[src/rtl/traffic_pkg.sv]
// -----------------------------------------------------------------------------
// traffic_pkg
// Shared definitions for the traffic phase sequencer.
//   phase_t    : phase encoding seen on phase_state (ALLRED=00, GREEN=01,
//                AMBER=10).
//   MAX_DIR    : largest supported number of directions.
//   dir_onehot : one-hot lamp select for a direction index. It is MAX_DIR bits
//                wide; callers keep the low NUM_DIR bits.
// -----------------------------------------------------------------------------
package traffic_pkg;

    typedef enum logic [1:0] {
        PH_ALLRED = 2'b00,
        PH_GREEN  = 2'b01,
        PH_AMBER  = 2'b10
    } phase_t;

    localparam int MAX_DIR = 16;

    function automatic logic [MAX_DIR-1:0] dir_onehot(input logic [3:0] dir);
        logic [MAX_DIR-1:0] v;
        v      = '0;
        v[dir] = 1'b1;
        return v;
    endfunction

endpackage

[src/rtl/traffic_rr_pick.sv]
// -----------------------------------------------------------------------------
// traffic_rr_pick
// Combinational round-robin picker. It returns the first set bit of mask,
// searching start+1, start+2, ... and wrapping, so that start itself is
// checked last.
//   mask  in  NUM_DIR  candidate directions (latched requests)
//   start in  DIR_W    direction served most recently
//   dir   out DIR_W    chosen direction (0 when valid=0)
//   valid out 1        at least one bit of mask is set
// -----------------------------------------------------------------------------
module traffic_rr_pick #(
    parameter  int NUM_DIR = 4,
    localparam int DIR_W   = $clog2(NUM_DIR)
) (
    input  logic [NUM_DIR-1:0] mask,
    input  logic [DIR_W-1:0]   start,
    output logic [DIR_W-1:0]   dir,
    output logic               valid
);

    // One extra bit holds start+i (up to 2*NUM_DIR-1) before the wrap.
    logic [DIR_W:0] sum;

    always_comb begin
        dir   = '0;
        valid = 1'b0;
        sum   = '0;
        for (int i = 1; i <= NUM_DIR; i++) begin
            sum = {1'b0, start} + (DIR_W+1)'(i);
            if (sum >= (DIR_W+1)'(NUM_DIR)) begin
                sum = sum - (DIR_W+1)'(NUM_DIR);
            end
            if (!valid && mask[sum[DIR_W-1:0]]) begin
                valid = 1'b1;
                dir   = sum[DIR_W-1:0];
            end
        end
    end

endmodule

[src/rtl/traffic_phase_sequencer.sv]
// -----------------------------------------------------------------------------
// traffic_phase_sequencer
// N-way intersection controller. It serves one direction at a time through
// GREEN -> AMBER -> ALL-RED in round-robin order. It supports demand-actuated
// skipping, rest-in-red, rest-in-green, an emergency preempt and a fixed-cycle
// mode (SKIP_EMPTY=0).
//   clk, rst     clock; asynchronous active-high reset
//   req          per-direction request pulses or levels
//   preempt      emergency preempt level; preempt_dir selects the direction
//                (a value >= NUM_DIR is ignored)
//   red/amber/green  registered lamp drives, one bit per direction
//   phase_dir    direction currently or last served
//   phase_state  FSM state: 00 ALLRED, 01 GREEN, 10 AMBER
//   pending      latched outstanding requests
// -----------------------------------------------------------------------------
module traffic_phase_sequencer
    import traffic_pkg::*;
#(
    parameter  int NUM_DIR    = 4,
    parameter  int GREEN_CYC  = 25,
    parameter  int AMBER_CYC  = 5,
    parameter  int ALLRED_CYC = 2,
    parameter  int CNT_W      = 8,
    parameter  int SKIP_EMPTY = 1,
    localparam int DIR_W      = $clog2(NUM_DIR)
) (
    input  logic               clk,
    input  logic               rst,
    input  logic [NUM_DIR-1:0] req,
    input  logic               preempt,
    input  logic [DIR_W-1:0]   preempt_dir,
    output logic [NUM_DIR-1:0] red,
    output logic [NUM_DIR-1:0] amber,
    output logic [NUM_DIR-1:0] green,
    output logic [DIR_W-1:0]   phase_dir,
    output logic [1:0]         phase_state,
    output logic [NUM_DIR-1:0] pending
);

    phase_t               state, state_next;
    logic [DIR_W-1:0]     dir_next, dir_inc, pick_dir;
    logic [CNT_W-1:0]     timer, timer_next;
    logic [NUM_DIR-1:0]   pending_next, green_next, amber_next;
    logic [MAX_DIR-1:0]   sel_oh;
    logic                 pick_valid, other_pending, preempt_ok, enter_green;

    assign phase_state = state;

    // An out-of-range preempt direction is treated as no preempt.
    assign preempt_ok = preempt && (int'({1'b0, preempt_dir}) < NUM_DIR);
    assign dir_inc    = (phase_dir == DIR_W'(NUM_DIR-1)) ? '0 : phase_dir + 1'b1;

    traffic_rr_pick #(.NUM_DIR(NUM_DIR)) u_pick (
        .mask  (pending),
        .start (phase_dir),
        .dir   (pick_dir),
        .valid (pick_valid)
    );

    // The picker checks phase_dir last. If it returns phase_dir, no other
    // direction is waiting.
    assign other_pending = pick_valid && (pick_dir != phase_dir);

    always_comb begin
        state_next  = state;
        dir_next    = phase_dir;
        timer_next  = timer;
        case (state)
            PH_ALLRED: begin
                if (timer != '0) begin
                    timer_next = timer - 1'b1;
                end else if (preempt_ok) begin
                    state_next = PH_GREEN;
                    dir_next   = preempt_dir;
                end else if (SKIP_EMPTY == 0) begin
                    state_next = PH_GREEN;
                    dir_next   = dir_inc;
                end else if (pick_valid) begin
                    state_next = PH_GREEN;
                    dir_next   = pick_dir;
                end else begin
                    // Rest in red: the timer stays at 0, so the next cycle
                    // evaluates again.
                    timer_next = '0;
                end
            end
            PH_GREEN: begin
                if (preempt_ok && (preempt_dir != phase_dir)) begin
                    // A preempt for another direction cuts the minimum green.
                    state_next = PH_AMBER;
                end else if (timer != '0) begin
                    timer_next = timer - 1'b1;
                end else if (preempt_ok) begin
                    timer_next = '0;
                end else if ((SKIP_EMPTY != 0) && !other_pending) begin
                    timer_next = '0;
                end else begin
                    state_next = PH_AMBER;
                end
            end
            PH_AMBER: begin
                if (timer != '0) begin
                    timer_next = timer - 1'b1;
                end else begin
                    state_next = PH_ALLRED;
                end
            end
            default: begin
                state_next = PH_ALLRED;
            end
        endcase

        // Each state loads its full duration minus one when it is entered.
        if (state_next != state) begin
            case (state_next)
                PH_GREEN: timer_next = CNT_W'(GREEN_CYC - 1);
                PH_AMBER: timer_next = CNT_W'(AMBER_CYC - 1);
                default:  timer_next = CNT_W'(ALLRED_CYC - 1);
            endcase
        end
    end

    always_comb begin
        sel_oh       = dir_onehot(4'(dir_next));
        green_next   = (state_next == PH_GREEN) ? sel_oh[NUM_DIR-1:0] : '0;
        amber_next   = (state_next == PH_AMBER) ? sel_oh[NUM_DIR-1:0] : '0;
        enter_green  = (state_next == PH_GREEN) && (state != PH_GREEN);
        // On the GREEN entry edge, clearing the served direction takes
        // priority over a request arriving on the same edge.
        pending_next = (pending | req) & ~(enter_green ? sel_oh[NUM_DIR-1:0] : '0);
    end

    // State, served direction and lamps all update on the same edge.
    always_ff @(posedge clk or posedge rst) begin
        if (rst) begin
            state     <= PH_ALLRED;
            phase_dir <= DIR_W'(NUM_DIR-1);
            red       <= '1;
            amber     <= '0;
            green     <= '0;
        end else begin
            state     <= state_next;
            phase_dir <= dir_next;
            red       <= ~(green_next | amber_next);
            amber     <= amber_next;
            green     <= green_next;
        end
    end

    always_ff @(posedge clk or posedge rst) begin
        if (rst) begin
            timer <= CNT_W'(ALLRED_CYC - 1);
        end else begin
            timer <= timer_next;
        end
    end

    always_ff @(posedge clk or posedge rst) begin
        if (rst) begin
            pending <= '0;
        end else begin
            pending <= pending_next;
        end
    end

endmodule

[config.mk]
export PLATFORM = sky130hd
export DESIGN_NAME = traffic_phase_sequencer
export DESIGN_NICKNAME = d
export VERILOG_FILES = /design/src/rtl/traffic_pkg.sv /design/src/rtl/traffic_rr_pick.sv /design/src/rtl/traffic_phase_sequencer.sv
export SDC_FILE = /design/constraint.sdc
export NUM_CORES = 1
export LEC_CHECK = 0
export BUFFER_PORTS_ARGS = -buffer_cell sky130_fd_sc_hd__buf_2
export CORE_MARGIN = 3
export CORE_UTILIZATION = 52
export CTS_BUF_LIST = sky130_fd_sc_hd__clkbuf_4 sky130_fd_sc_hd__clkbuf_8 sky130_fd_sc_hd__clkbuf_16
export DETAILED_ROUTE_END_ITERATION = 16
export HOLD_SLACK_MARGIN = 0.08
export MAX_ROUTING_LAYER = met4
export PLACE_DENSITY_LB_ADDON = 0.12
export SYNTH_ARGS = -nofsm -noshare
export SYNTH_HDL_FRONTEND = slang
export SYNTH_SLANG_ARGS = --single-unit
[constraint.sdc]
create_clock -name clk -period 7.3 [get_ports clk]
set_input_delay 0.73 -clock clk [delete_from_list [all_inputs] [get_ports clk]]
set_output_delay 0.73 -clock clk [all_outputs]
set_load 0.03 [all_outputs]
==> impl_metrics.toml <==
[sta]
drv_slew = 0
finalCritPeriodShare = 0.379
skew_ps = 1.57
fmax_mhz = 362
fin_crit_ps = 2760
maxSlewHeadroom = 0.333
hold_violations = 0
max_slew.worst_pin.slew_ps = 1000
finalSetupTns_ps = 0
rsz0062_at_grt = "no"
setup_viol = 0

[logic_synthesis]
synth_edf_count = 0
synthSimpleGateAreaFrac = 0.241
synthArstFlopShare = 1.00
yosysUniqueCellTypes = 41
synthFlopType = "dfrtp_1"
netlist_area_um2 = 1480
syn_nets = 166
ys_warn_count = 0
ys_seq_area_frac = 0.478
synthMuxAreaShare = 0.00675
postSynthCellCount = 153
synth-seq-cells = 28
synth_top_family_by_area = "simple AND/OR/NAND/NOR gates"
synthAdderAreaFrac = 0.0337
syn_avg_cell_area_um2 = 9.70
synth_xor_area_frac = 0.0413
synth_compound_area_frac = 0.164

[run_status]
status = "completed"

[critical_path]
crit_fanout = 9
cp_common_cell = "ha_1"
r2r_cells = 10
crit_path_end_kind = "flip-flop"
cp_data_required_time_ps = 7580
critPathKind = "reg -> reg"
crit_path_start_kind = "flip-flop"
crit_start = "timer[0]$_DFFE_PP1P_"
critical_path.cell_chain = "inv_1 > ha_1 > nor4b_4 > nand2_1 > a211o_1 > o211a_1 > o21a_1 > ha_1 > or2_2 > nand3_1"
r2r_start = "timer[0]$_DFFE_PP1P_"
cpPeakStageDelay_ps = 400
critPathArrivalTime_ps = 3040
cpMaxStageDelayCell = "dfstp_2"

[clock_network]
cts_setup_buffers = 0
clock-sinks = 28
cts_root_buf = "clkbuf_4"
htreeDepth = 1
clkLatencyLatePin_ps = 330
cts_tree = "done"
postCtsHoldBufs = 0
numCtsBuffers = 3
cts.clk_slew.worst_paths_ps = 150
cts_resized = 0
clockBufferDepth = 2

[power]
vdd.ir_drop.worst_v = 0.000281
total_power_uw = 683
p_per_area_nw_per_um2 = 403
power_frac_seq = 0.395
clkPwrFrac = 0.148
netSwitchingFraction = 0.444
p_int_uw = 380
p_switching_uw = 303
p_leak_nw = 0.808
pwr-share-comb = 0.458

[die]
die_w_um = 59.4
core_area_um2 = 2590
num_io_pins = 29
std_cell_rows = 18
start_util = 0.573
dieArea_um2 = 3530
die_h_um = 59.4

[global_route]
antenna_found_initial = 0
grt_use_total = 0.206
grt_max_degree = 29
grt_pass1_wl_um = 5340
grt_pass1_vias = 1129
grt_overflow = 0

[finish]
syn_to_final_growth_pct = 14.2
final_common_cell = "buf_2"
stdcell_count = 211
layout-drive-gt1-share = 0.254
final_cell_mix = "buf_2, dfrtp_1, nor2_1"
num_antenna_cells = 0
finalNetCount = 195
finalInstanceArea_um2 = 1700

[hold_path]
worstHoldPathType = "reg -> reg"
whs_path_depth = 2
hp-start = "timer[7]$_DFFE_PP0P_"

[drt]
via_count = 1219
ant_nets = 0
initialDrtViolationCount = 56
viasPerCell = 5.78
drtPass1Iterations = 4
wl_per_cell_um = 15.2
routed_wl_um = 3200
drc = 0

[place]
dp_hpwl_um = 2360
gp_congestion = 0.928
port_buffers = 28
place_area_um2 = 1640
dpl.cell_count = 207

[job]
maxCapViolCount = 0
cells in the mapped netlist (3+ instances only):
cell type | count | area share
a21oi_1 | 3 | 0.010
a31oi_1 | 4 | 0.017
and3_1 | 8 | 0.034
buf_2 | 3 | 0.010
dfrtp_1 | 21 | 0.35
dfstp_2 | 7 | 0.12
ha_1 | 4 | 0.034
inv_1 | 7 | 0.018
nand2_1 | 11 | 0.028
nand2b_1 | 4 | 0.017
nand3_1 | 12 | 0.040
nor2_1 | 14 | 0.035
nor2b_1 | 3 | 0.013
nor3_1 | 6 | 0.020
o211ai_1 | 4 | 0.020
o21a_1 | 3 | 0.015
o21ai_0 | 7 | 0.024
xor2_1 | 6 | 0.035
cell families (layout without fill, tap and decap cells):
family / after synthesis / count (layout)
AOI/OAI and AO/OA: 33 / 33
xor gates and xnor gates: 7 / 7
adders and majority gates: 4 / 4
buffers and inverters: 13 / 41
DFF: 28 / 28
muxes: 1 / 1
and+or+nand+nor: 67 / 67
worst paths after layout:
check / to / slack [ps]
min in group asynchronous: timer[7]$_DFFE_PP0P_ / 600
worst max register to register: red[2]$_DFF_PP1_ / 4540
max in group asynchronous: pending[1]$_DFF_PP0_ / 6090
worst max-delay path: red[2]$_DFF_PP1_ / 4540
worst min-delay path: timer[7]$_DFFE_PP0P_ / 580
worst min register to register: timer[7]$_DFFE_PP0P_ / 580
flip-flops by register name (all words and copies together), names as in the netlist:
| name | cells |
|---|---|
| green | 4 |
| timer | 8 |
| pending | 4 |
| red | 4 |
| phase_dir | 2 |
| amber | 4 |
| phase_state | 2 |
area by class of cell:
cell class | count | area (um2)
Clock buffer | 3 | 22.5
Clock inverter | 1 | 30.0
Fill cell | 224 | 895
Inverter | 9 | 33.8
Multi-Input combinational cell | 112 | 722
Sequential cell | 28 | 709
Tap cell | 30 | 37.5
Timing Repair Buffer | 28 | 140
per-stage QoR:
step / hold WS (ps) / worst slack (ps) / utilization
6_report: 583 / 4540 / 0.655
5_1_grt: 597 / 4360 / 0.655
3_3_place_gp: 528 / 4710 / 0.634
4_1_cts: 584 / 4540 / 0.655
2_1_floorplan: 506 / 4840 / -
3_5_place_dp: 544 / 4600 / 0.634
routing by layer:
layer  global-route usage  up-vias  wire length [um]
li1                     -      592                 -
met4               0.0777        0                36
met3               0.0196        4               125
met1                0.298      591              1590
met2                0.300       32              1450
met5                    -        -                 0
power by group through the flow:
stage                     registers (mW)  clock network (mW)  logic (mW)
after floorplan                    0.299                   0       0.203
after global placement             0.267                   0       0.306
after detailed placement           0.272                   0       0.310
after CTS                          0.269               0.105       0.313
after global routing               0.278               0.109       0.346
final                              0.270               0.101       0.313
worst max-delay path, delay by kind of cell (launching register included):
kind | cells | cell delay (ps)
buf+inv | 1 | 70
simple gates | 4 | 940
flops | 1 | 400
fa+ha+maj | 2 | 470
compound gates | 3 | 830
No activity file was read; power rests on OpenSTA's default activity.
